File: src/rtl/keccak_xif_mctx_ctrl.sv
// XIF coprocessor controller for multi-context Keccak state access and permutation sequencing.
// Optional STATUS op enabled by defining KECCAK_XIF_STATUS_EN.
module keccak_xif_mctx_ctrl #(
  parameter int unsigned NUM_CTX    = 2,
  parameter int unsigned PEND_DEPTH = 4,
  parameter int unsigned RES_DEPTH  = 2,
  parameter int unsigned ID_W       = 4,
  parameter int unsigned CTX_W      = (NUM_CTX > 1) ? $clog2(NUM_CTX) : 1
) (
  input  logic               clk_i,
  input  logic               rst_i,
  input  logic               issue_valid_i,
  output logic               issue_ready_o,
  output logic               issue_accept_o,
  input  logic [ID_W-1:0]    issue_id_i,
  input  logic [1:0]         issue_op_i,
  input  logic [CTX_W-1:0]   issue_ctx_i,
  input  logic [5:0]         issue_idx_i,
  input  logic [31:0]        issue_rs1_i,
  input  logic               commit_valid_i,
  input  logic [ID_W-1:0]    commit_id_i,
  input  logic               commit_kill_i,
  output logic               st_we_o,
  output logic               st_re_o,
  output logic [CTX_W-1:0]   st_ctx_o,
  output logic [5:0]         st_idx_o,
  output logic [31:0]        st_wdata_o,
  input  logic [31:0]        st_rdata_i,
  output logic               perm_start_o,
  output logic [CTX_W-1:0]   perm_ctx_o,
  input  logic               perm_done_i,
  output logic               result_valid_o,
  input  logic               result_ready_i,
  output logic [ID_W-1:0]    result_id_o,
  output logic [31:0]        result_data_o,
  output logic [NUM_CTX-1:0] busy_o,
  output logic               err_o
);

`ifdef KECCAK_XIF_STATUS_EN
  localparam bit StatusEn = 1'b1;
`else
  localparam bit StatusEn = 1'b0;
`endif

  localparam int unsigned PAW = (PEND_DEPTH > 1) ? $clog2(PEND_DEPTH) : 1;
  localparam int unsigned RAW = (RES_DEPTH > 1) ? $clog2(RES_DEPTH) : 1;

  localparam logic [1:0] OpLoad   = 2'b00;
  localparam logic [1:0] OpStart  = 2'b01;
  localparam logic [1:0] OpRead   = 2'b10;
  localparam logic [1:0] OpStatus = 2'b11;

  typedef enum logic [1:0] {ExIdle, ExRead, ExResp} ex_state_e;

  // Pointers carry one extra bit and wrap at twice the depth so full and empty differ.
  function automatic logic [PAW-1:0] pidx(input logic [PAW:0] p);
    return p[PAW-1:0];
  endfunction

  function automatic logic [PAW:0] pinc(input logic [PAW:0] p);
    return (32'(p) == 2 * PEND_DEPTH - 1) ? '0 : p + 1'b1;
  endfunction

  function automatic logic [RAW-1:0] ridx(input logic [RAW:0] p);
    return (RES_DEPTH > 1) ? p[RAW-1:0] : '0;
  endfunction

  function automatic logic [RAW:0] rinc(input logic [RAW:0] p);
    return (32'(p) == 2 * RES_DEPTH - 1) ? '0 : p + 1'b1;
  endfunction

  logic [PAW:0]       pwr_q, pwr_d, prd_q, prd_d, pcm_q, pcm_d;
  logic [ID_W-1:0]    pend_id_q   [PEND_DEPTH];
  logic [ID_W-1:0]    pend_id_d   [PEND_DEPTH];
  logic [1:0]         pend_op_q   [PEND_DEPTH];
  logic [1:0]         pend_op_d   [PEND_DEPTH];
  logic [CTX_W-1:0]   pend_ctx_q  [PEND_DEPTH];
  logic [CTX_W-1:0]   pend_ctx_d  [PEND_DEPTH];
  logic [5:0]         pend_idx_q  [PEND_DEPTH];
  logic [5:0]         pend_idx_d  [PEND_DEPTH];
  logic [31:0]        pend_rs1_q  [PEND_DEPTH];
  logic [31:0]        pend_rs1_d  [PEND_DEPTH];
  logic               pend_kill_q [PEND_DEPTH];
  logic               pend_kill_d [PEND_DEPTH];

  logic [RAW:0]       rwr_q, rwr_d, rrd_q, rrd_d;
  logic [ID_W-1:0]    res_id_q   [RES_DEPTH];
  logic [ID_W-1:0]    res_id_d   [RES_DEPTH];
  logic [31:0]        res_data_q [RES_DEPTH];
  logic [31:0]        res_data_d [RES_DEPTH];

  ex_state_e          ex_q, ex_d;
  logic [31:0]        rdata_q, rdata_d;
  logic [NUM_CTX-1:0] busy_q, busy_d;
  logic               err_q, err_d;

  logic               pend_full, op_ok, hs, cm_hit, head_rdy, pop_head;
  logic               res_full, res_empty, push_en;
  logic [31:0]        push_data;
  logic               st_we, st_re, perm_start;
  logic [PAW-1:0]     hi;
  logic [1:0]         head_op;
  logic [CTX_W-1:0]   head_ctx;
  logic [5:0]         head_idx;
  logic [31:0]        head_rs1;
  logic [ID_W-1:0]    head_id;
  logic               head_kill;

  assign pend_full = (pidx(pwr_q) == pidx(prd_q)) && (pwr_q != prd_q);
  assign res_full  = (ridx(rwr_q) == ridx(rrd_q)) && (rwr_q != rrd_q);
  assign res_empty = (rwr_q == rrd_q);

  always_comb begin
    op_ok = 1'b1;
    unique case (issue_op_i)
      OpLoad, OpRead: op_ok = (issue_idx_i < 6'd50);
      OpStart:        op_ok = 1'b1;
      OpStatus:       op_ok = StatusEn;
      default:        op_ok = 1'b0;
    endcase
  end

  assign hs             = issue_valid_i && !pend_full;
  assign issue_ready_o  = !pend_full;
  assign issue_accept_o = hs && op_ok && (32'(issue_ctx_i) < NUM_CTX);

  assign hi        = pidx(prd_q);
  assign head_rdy  = (prd_q != pcm_q);
  assign head_op   = pend_op_q[hi];
  assign head_ctx  = pend_ctx_q[hi];
  assign head_idx  = pend_idx_q[hi];
  assign head_rs1  = pend_rs1_q[hi];
  assign head_id   = pend_id_q[hi];
  assign head_kill = pend_kill_q[hi];

  // Only the registered write pointer is visible, so an entry issued this cycle cannot match.
  assign cm_hit = commit_valid_i && (pcm_q != pwr_q) && (commit_id_i == pend_id_q[pidx(pcm_q)]);

  always_comb begin
    pwr_d       = pwr_q;
    prd_d       = prd_q;
    pcm_d       = pcm_q;
    pend_id_d   = pend_id_q;
    pend_op_d   = pend_op_q;
    pend_ctx_d  = pend_ctx_q;
    pend_idx_d  = pend_idx_q;
    pend_rs1_d  = pend_rs1_q;
    pend_kill_d = pend_kill_q;
    rwr_d       = rwr_q;
    rrd_d       = rrd_q;
    res_id_d    = res_id_q;
    res_data_d  = res_data_q;
    ex_d        = ex_q;
    rdata_d     = rdata_q;
    busy_d      = busy_q;
    err_d       = err_q;
    st_we       = 1'b0;
    st_re       = 1'b0;
    perm_start  = 1'b0;
    push_en     = 1'b0;
    push_data   = '0;
    pop_head    = 1'b0;

    if (issue_accept_o) begin
      pend_id_d[pidx(pwr_q)]   = issue_id_i;
      pend_op_d[pidx(pwr_q)]   = issue_op_i;
      pend_ctx_d[pidx(pwr_q)]  = issue_ctx_i;
      pend_idx_d[pidx(pwr_q)]  = issue_idx_i;
      pend_rs1_d[pidx(pwr_q)]  = issue_rs1_i;
      pend_kill_d[pidx(pwr_q)] = 1'b0;
      pwr_d = pinc(pwr_q);
    end

    if (cm_hit) begin
      pend_kill_d[pidx(pcm_q)] = commit_kill_i;
      pcm_d = pinc(pcm_q);
    end else if (commit_valid_i) begin
      err_d = 1'b1;
    end

    // Single permutation engine: done clears whichever context is active.
    if (perm_done_i) begin
      if (|busy_q) busy_d = '0;
      else         err_d  = 1'b1;
    end

    unique case (ex_q)
      ExIdle: begin
        if (head_rdy) begin
          if (head_kill) begin
            pop_head = 1'b1;
          end else begin
            unique case (head_op)
              OpLoad: begin
                if (!busy_q[head_ctx] && !res_full) begin
                  st_we    = 1'b1;
                  push_en  = 1'b1;
                  pop_head = 1'b1;
                end
              end
              OpStart: begin
                if ((busy_q == '0) && !res_full) begin
                  perm_start       = 1'b1;
                  busy_d[head_ctx] = 1'b1;
                  push_en          = 1'b1;
                  pop_head         = 1'b1;
                end
              end
              OpRead: begin
                if (!busy_q[head_ctx]) begin
                  st_re = 1'b1;
                  ex_d  = ExRead;
                end
              end
              default: begin
                if (!res_full) begin
                  push_data = 32'(busy_q);
                  push_en   = 1'b1;
                  pop_head  = 1'b1;
                end
              end
            endcase
          end
        end
      end
      ExRead: begin
        rdata_d = st_rdata_i;
        ex_d    = ExResp;
      end
      ExResp: begin
        if (!res_full) begin
          push_data = rdata_q;
          push_en   = 1'b1;
          pop_head  = 1'b1;
          ex_d      = ExIdle;
        end
      end
      default: ex_d = ExIdle;
    endcase

    if (pop_head) prd_d = pinc(prd_q);

    // Push is gated by registered fullness, so a pop in the same cycle does not make room.
    if (push_en) begin
      res_id_d[ridx(rwr_q)]   = head_id;
      res_data_d[ridx(rwr_q)] = push_data;
      rwr_d = rinc(rwr_q);
    end
    if (!res_empty && result_ready_i) rrd_d = rinc(rrd_q);
  end

  always_ff @(posedge clk_i) begin
    if (rst_i) begin
      pwr_q   <= '0;
      prd_q   <= '0;
      pcm_q   <= '0;
      rwr_q   <= '0;
      rrd_q   <= '0;
      ex_q    <= ExIdle;
      rdata_q <= '0;
      busy_q  <= '0;
      err_q   <= 1'b0;
    end else begin
      pwr_q   <= pwr_d;
      prd_q   <= prd_d;
      pcm_q   <= pcm_d;
      rwr_q   <= rwr_d;
      rrd_q   <= rrd_d;
      ex_q    <= ex_d;
      rdata_q <= rdata_d;
      busy_q  <= busy_d;
      err_q   <= err_d;
    end
  end

  always_ff @(posedge clk_i) begin
    pend_id_q   <= pend_id_d;
    pend_op_q   <= pend_op_d;
    pend_ctx_q  <= pend_ctx_d;
    pend_idx_q  <= pend_idx_d;
    pend_rs1_q  <= pend_rs1_d;
    pend_kill_q <= pend_kill_d;
    res_id_q    <= res_id_d;
    res_data_q  <= res_data_d;
  end

  // Payload outputs are zeroed whenever their strobe or valid is low.
  assign st_we_o        = st_we;
  assign st_re_o        = st_re;
  assign st_ctx_o       = (st_we || st_re) ? head_ctx : '0;
  assign st_idx_o       = (st_we || st_re) ? head_idx : '0;
  assign st_wdata_o     = st_we ? head_rs1 : '0;
  assign perm_start_o   = perm_start;
  assign perm_ctx_o     = perm_start ? head_ctx : '0;
  assign result_valid_o = !res_empty;
  assign result_id_o    = res_empty ? '0 : res_id_q[ridx(rrd_q)];
  assign result_data_o  = res_empty ? '0 : res_data_q[ridx(rrd_q)];
  assign busy_o         = busy_q;
  assign err_o          = err_q;

endmodule
File: config.mk
export PLATFORM = sky130hd
export DESIGN_NAME = keccak_xif_mctx_ctrl
export DESIGN_NICKNAME = d
export VERILOG_FILES = /design/src/rtl/keccak_xif_mctx_ctrl.sv
export SDC_FILE = /design/constraint.sdc
export NUM_CORES = 1
export LEC_CHECK = 0
export ABC_AREA = 1
export ABC_CLOCK_PERIOD_IN_PS = 4300
export CAP_MARGIN = 20
export CORE_MARGIN = 2
export CORE_UTILIZATION = 55
export CTS_CLUSTER_SIZE = 16
export DETAILED_ROUTE_END_ITERATION = 8
export HOLD_SLACK_MARGIN = 0.12
export PLACE_DENSITY = 0.8
export SLEW_MARGIN = 0
export SYNTH_ARGS = -nofsm -noshare
export SYNTH_HDL_FRONTEND = slang
export SYNTH_SLANG_ARGS = --single-unit
File: constraint.sdc
create_clock -name clk_i -period 4.3 [get_ports clk_i]
set_clock_uncertainty 0.15 [all_clocks]
set_input_delay 0.86 -clock clk_i [delete_from_list [all_inputs] [get_ports clk_i]]
set_output_delay 0.86 -clock clk_i [all_outputs]
set_load 0.02 [all_outputs]
==> Word level (Yosys, flattened, before mapping) <==
Index checks and enable logic that the tools add are counted.
W data, S select, Z words.
{ "classes": {"n_addsub": 5, "order_cmp": 11, "n_eq_ne": 25, "n_mux": 115, "bitwise_logic": 8, "reduce_logical": 26} }
{ "ops": {"columns": ["operator", "n"], "rows": [
  ["$mux W32", 10],
  ["$bwmux W128", 1],
  ["$bmux W32 S2", 1],
  ["$bwmux W64", 1],
  ["$demux W32 S2", 1],
  ["$pmux W32 S2", 1],
  ["$mux W4", 12],
  ["$mux W2", 21],
  ["$mux W1", 35],
  ["$demux W32 S1", 1],
  ["$bwmux W24", 1],
  ["$mux W6", 4],
  ["$bmux W4 S2", 2],
  ["$bwmux W16", 1],
  ["$bwmux W8", 2],
  ["$logic_and A1 B1 Y1", 13],
  ["$bmux W6 S2", 1],
  ["$demux W6 S2", 1],
  ["$eq A2 B2 Y1 const B", 6],
  ["$add A3 B1 Y3 const B", 3],
  ["$eq A3 B3 Y1 const B", 3],
  ["$ge A3 B3 Y1 const B", 3],
  ["$mux W3", 3],
  ["$ne A3 B3 Y1", 3],
  ["other kinds (36)", 60]
]} }
{ "totals": {"regBits": 306, "output_inout_bits": 85} }

==> Longest topological paths before layout <==
{ "logic_depth": {"ltp_word": 15, "depth_mapped": 15, "mapped_depth_nobuf": 14} }

==> Least setup slack after synthesis <==
Ideal clock, no wire load.
{ "synth_timing": {"kind": "flip-flop to flip-flop", "from": "register prd_q[0]", "to": "register res_data_q[0] in the netlist's numbering, enable pin", "setup_time_ns": 0.429, "t_arrival_ns": 2.882, "required_time_ns": 3.721, "slack_ns": 0.839, "path_stages_with_launch": 14, "period_less_slack_ns": 3.461, "path_cell_list": "dfxtp_1 -> inv_2 -> buf_6 -> nand2_2 -> nand3_1 -> nand2_2 -> inv_2 -> nor2_2 -> nand2_2 -> nand2_1 -> nand3_1 -> nand2_1 -> inv_1 -> nor2_1"} }
{ "synth_between": {"elab_chain_len": 13, "elab_cells_between_ends": 23} }
{ "synth_rtl": {"columns": ["element", "line_no", "rtl"], "rows": [
  ["start: declaration", "73", "logic [PAW:0] pwr_q, pwr_d, prd_q, prd_d, pcm_q, pcm_d;"],
  ["start signal: assignment", "266", "prd_q <= prd_d;"],
  ["$not A2 Y3 (not written as such)", "130, 131, 135", null],
  ["$bmux W1 S2", "131", "assign head_ctx = pend_ctx_q[hi];"],
  ["$mux W1 (not written as such) (2 in a row)", "131", null],
  ["$mux W1 (not written as such) (2 in a row)", "196", "if (!busy_q[head_ctx] && !res_full) begin"],
  ["$logic_not A1 Y1", null, null],
  ["$logic_and A1 B1 Y1", "196", null],
  ["$mux W1", "196", null],
  ["$pmux W1 S3", "194", "unique case (head_op)"],
  ["$mux W1", "191", "if (head_kill) begin"],
  ["$mux W1 (*)", "190", "if (head_rdy) begin"],
  ["$pmux W1 S2 (*)", "188", "unique case (ex_q)"],
  ["end signal: assignment", "285", "res_data_q <= res_data_d;"],
  ["end: declaration", "90", "logic [31:0] res_data_q [RES_DEPTH];"]
]} }
Mark *: on every way between the ends. The rest lies on a longest branch, timed or not. The select of a mux whose other input is x is not followed.
A chain may end at the register's enable or synchronous reset.

==> Final worst setup path <==
{ "layout_timing": {"from": "register rrd_q[0]", "to": "output result_data_o[9]"} }
{ "layout_between": {"elab_chain_len": 5, "elab_cells_between_ends": 6} }
{ "layout_rtl": {"columns": ["element", "line_no", "rtl"], "rows": [
  ["start: declaration", "87", "logic [RAW:0] rwr_q, rwr_d, rrd_q, rrd_d;"],
  ["start signal: assignment", "269", "rrd_q <= rrd_d;"],
  ["$not A1 Y2 (not written as such)", "298", "assign result_data_o = res_empty ? '0 : res_data_q[ridx(rrd_q)];"],
  ["$mux W32 (not written as such) (3 in a row)", "298", null],
  ["$mux W32 (*)", "298", null],
  ["end: declaration", "35", "output logic [31:0] result_data_o,"]
]} }
Marks and branches as above.

==> results.txt <==
The flow ran to the end, and the final reports show no timing, DRC or antenna violations. The number of hold buffers added after cts came out at 0. STA classifies the critical path endpoint as an output pin. The per-cell via count in the routed design came out at about 5.5. The number of max-capacitance violations reported came out at 0.

The routability congestion estimate came out at ~0.86. The synthesized net count is between 1k and 1.5k. The required time reported for the critical path endpoint came out at 3.29 ns. The number of pins exceeding their max-slew limit in the final report is 0. The total number of yosys warnings came out at 0. The number of buffers inserted by port buffering is ~170.

For this run, the number of standard cells in the final layout without fillers is between 1.5k and 2k. The footprint of the flip-flops and latches is 8660 um^2. The number of buffers created by CTS came out at 30. The cell type contributing the most total cell area after synthesis is edfxtp_1. The distinct cell type count of the synthesized netlist came out at 31. The area of the core is around 22000 um^2. The pre-antenna-repair detailed-routing pass consisted of 5 iterations.

The largest stage delay on the critical path is 0.64 ns. The final net count came out at between 1k and 1.5k. The area of the die is between 20000 and 25000 um^2. The highest clock rate came out at about 240 MHz.

The multi-input combinational cells in the finished layout cover a total of roughly 3300 um^2. The actual slew at the worst max-slew pin is 0.770 ns. The netlist area before placement is around 12000 um^2. After synthesis, the cell types taking the most area are edfxtp_1, dfxtp_1, nor2_1. The cell repeated most along the worst path is nand2_1. The maximum buffer depth of the clock tree is 3. The level count of the clock H-tree came out at 1. Compared with the post-synthesis result, the final layout area differs by 24.4%.

The clock root buffer master is clkbuf_16. The post-route minimum period came out at slightly above 4 ns. The global router's overall resource usage came out at 23.4%. The number of enable flip-flop cells after synthesis came out at roughly 250. The async set-reset flop share out of synthesis is 0%.

The routed length per instance came out at ~17 um. For this run, design rule violations remaining after detail routing come to 0. 0 antenna diodes ended up in the layout. The sum of net half-perimeters after detailed placement came out at 17.2 mm. The post-route clock period utilization is between 90% and 100%. The register clock-pin slew on the reported worst setup and hold paths came out at roughly 0.060 ns. The worst voltage drop across the vdd grid came out at just over 400 uV.

The fill cell instance count of the final layout came out at 1559. The synthesized area per cell is 10.8 um^2. The floorplan step set the die height to between 150 and 200 um.

The gate count of the mapped netlist is 1150. The worst slew slack as a fraction of its limit is approximately half. The startpoint type of the worst setup path is a register.

The width of the chip is between 150 and 200 um. The share of synthesized area occupied by flip-flops and latches came out at 69.4%. Walking the worst path, the cells encountered are inv_1, nand2_1, nand2_1, nand2_1, clkinv_1, buf_4, a21oi_1, clkdlybuf4s50_1.

The clock sink total is between 300 and 400. The sum of negative setup slack is 0 ns. The largest net degree at the start of global routing came out at 74. The TritonCTS clock tree is done. The critical path is of the register to output pin type. The number of buffers and inverters on the critical path came out at 4. The later pin in the worst-skew pair is clocked with a latency of around 0.55 ns. The hold slack came out at 0.306 ns. The largest fanout on the critical path came out at 23. The total instance count after detailed placement came out at around 1.6k. The leakage power total came out at approximately 5.5 nW. The first-pass GRT wire length is roughly 45 mm. Setup repair after global routing left no endpoint under its margin.

The area share of the largest cell type after synthesis is 60.7%. The top flip-flop cell by instance count after synthesis is edfxtp_1. The total wire length came out at approximately 28 mm. The power per unit of standard cell area came out at ~620 nW/um^2. On the critical path the largest part of the delay comes from buffers and inverters. The top-level I/O count is between 150 and 200. The setup violation total in the final timing report came out at 0. The fraction of final layout cells with drive strength greater than 1 is 6.95%. After global routing the overflow that remains totals 0.

The number of nets still failing antenna checks after routing came out at 0. The total via count after detailed routing is 8857. The number of flip-flops and latches in the synthesized netlist came out at 306. STA puts the critical path data arrival time at 3.08 ns. The number of antenna violations at the first check in global routing is 0.

In this run the worst hold path is classified as register to register. The hold violation total from the final report is 0. For this block, the initial DRC count from the detailed router was ~850. The starting density of the core is between 50% and 60%. The via count of the first global-routing pass is ~8.8k. The row count is 55. The largest individual stage delay along the critical path comes from the cell clkdlybuf4s50_1.
## repair_timing
action | CTS | global route
setup buffers | 0 | 1
endpoints found under the setup margin | 0 | 37
gates resized for setup | 0 | 9
## per-layer routing
| layer | vias to the layer above | part of all wire [%] | global-route usage (%) |
|---|---|---|---|
| met5 | - | 0 | 0 |
| met4 | 0 | 1.7 | 5.03 |
| met3 | 44 | 7.8 | 5.10 |
| met2 | 329 | 50 | 41.2 |
| met1 | 4221 | 41 | 30.1 |
| li1 | 4263 | - | - |
## cell usage in the layout (no fill, tap or decap), types with 2 or more instances in the layout
cell / count
inv_2: 8
clkinvlp_4: 3
clkbuf_16: 31
clkdlybuf4s50_1: 170
clkinv_2: 3
dfxtp_4: 2
nand2_1: 167
nor2_1: 222
xnor2_1: 7
xor2_1: 2
or2_2: 2
clkbuf_1: 8
a21oi_1: 118
inv_1: 55
nand2_2: 6
dlymetal6s2s_1: 2
a211oi_1: 2
nor2_4: 3
o41ai_1: 2
edfxtp_1: 252
buf_4: 15
ha_1: 14
inv_4: 2
nand3_2: 2
nor3_1: 3
clkinv_1: 5
buf_12: 5
clkbuf_8: 5
nand3_1: 27
dfxtp_1: 52
o22ai_1: 6
o21ai_0: 129
## final timing paths
path	start	to	slack, ns	cells past startpoint
max	rrd_q[0]$_SDFFE_PP0P_	result_data_o[9]	0.21	8
min reg2reg	rdata_q[24]$_SDFFE_PP0N_	rdata_q[24]$_SDFFE_PP0N_	0.31	2
min	rdata_q[24]$_SDFFE_PP0N_	rdata_q[24]$_SDFFE_PP0N_	0.31	2
max reg2reg	rrd_q[0]$_SDFFE_PP0P_	res_data_q[39]$_DFFE_PP_	1.50	13
## report_power, final
part           internal (mW)  switching [mW]  leakage [nW]
Combinational           1.21            2.07          2.32
Clock                   1.41            1.06         0.457
Sequential              3.69           0.165          2.74
## stage by stage
step	instance area, um^2	setup WS [ns]	total power [mW]	utilization (%)
after floorplan	12500	0.839	5.82	-
after global placement	14500	0.390	7.09	64.6
after detailed placement	14500	0.328	7.15	64.6
after CTS	15500	0.0259	9.64	68.9
after global routing	15500	0.0563	10.1	69.1
final	15500	0.212	9.61	69.1
## worst min-delay path, delay by kind of cell, from the launching register on
kind	cells	cell delay [ns]
AOI/OAI and AO/OA	1	0.06
DFF	1	0.29
buffers and inverters	1	0.06
## cells in the mapped netlist (6+ instances only)
master	instances
edfxtp_1	252
nor2_1	224
nand2_1	168
o21ai_0	129
a21oi_1	119
inv_1	60
dfxtp_1	54
clkbuf_1	41
nand3_1	27
ha_1	14
buf_2	8
xnor2_1	7
o22ai_1	6
## cell families after synthesis
logic type / Yosys count / synth area share [%]
compound gates: 260 / 10.6
xor+xnor: 9 / 0.633
fa+ha+maj: 14 / 1.41
buf+inv: 127 / 4.22
flops: 306 / 69.4
simple gates: 434 / 13.7
## registers in the layout, indices dropped and copies added (netlist names)
signal	count
pend_rs1_q	128
res_data_q	64
rdata_q	32
pend_idx_q	24
pend_id_q	16
pend_op_q	8
res_id_q	8
pend_ctx_q	4
pend_kill_q	4
pcm_q	3
prd_q	3
pwr_q	3
busy_o	2
ex_q	2
rrd_q	2
rwr_q	2
err_o	1
## area by class of cell
cell class | count | share of cell area, %
Clock inverter | 12 | 0.500
Sequential cell | 306 | 55.8
Timing Repair Buffer | 194 | 12.8
Tap cell | 285 | 2.30
Clock buffer | 44 | 5.64
Inverter | 66 | 1.63
Multi-Input combinational cell | 717 | 21.4
Note: power is estimated with default switching activity, not from simulation.
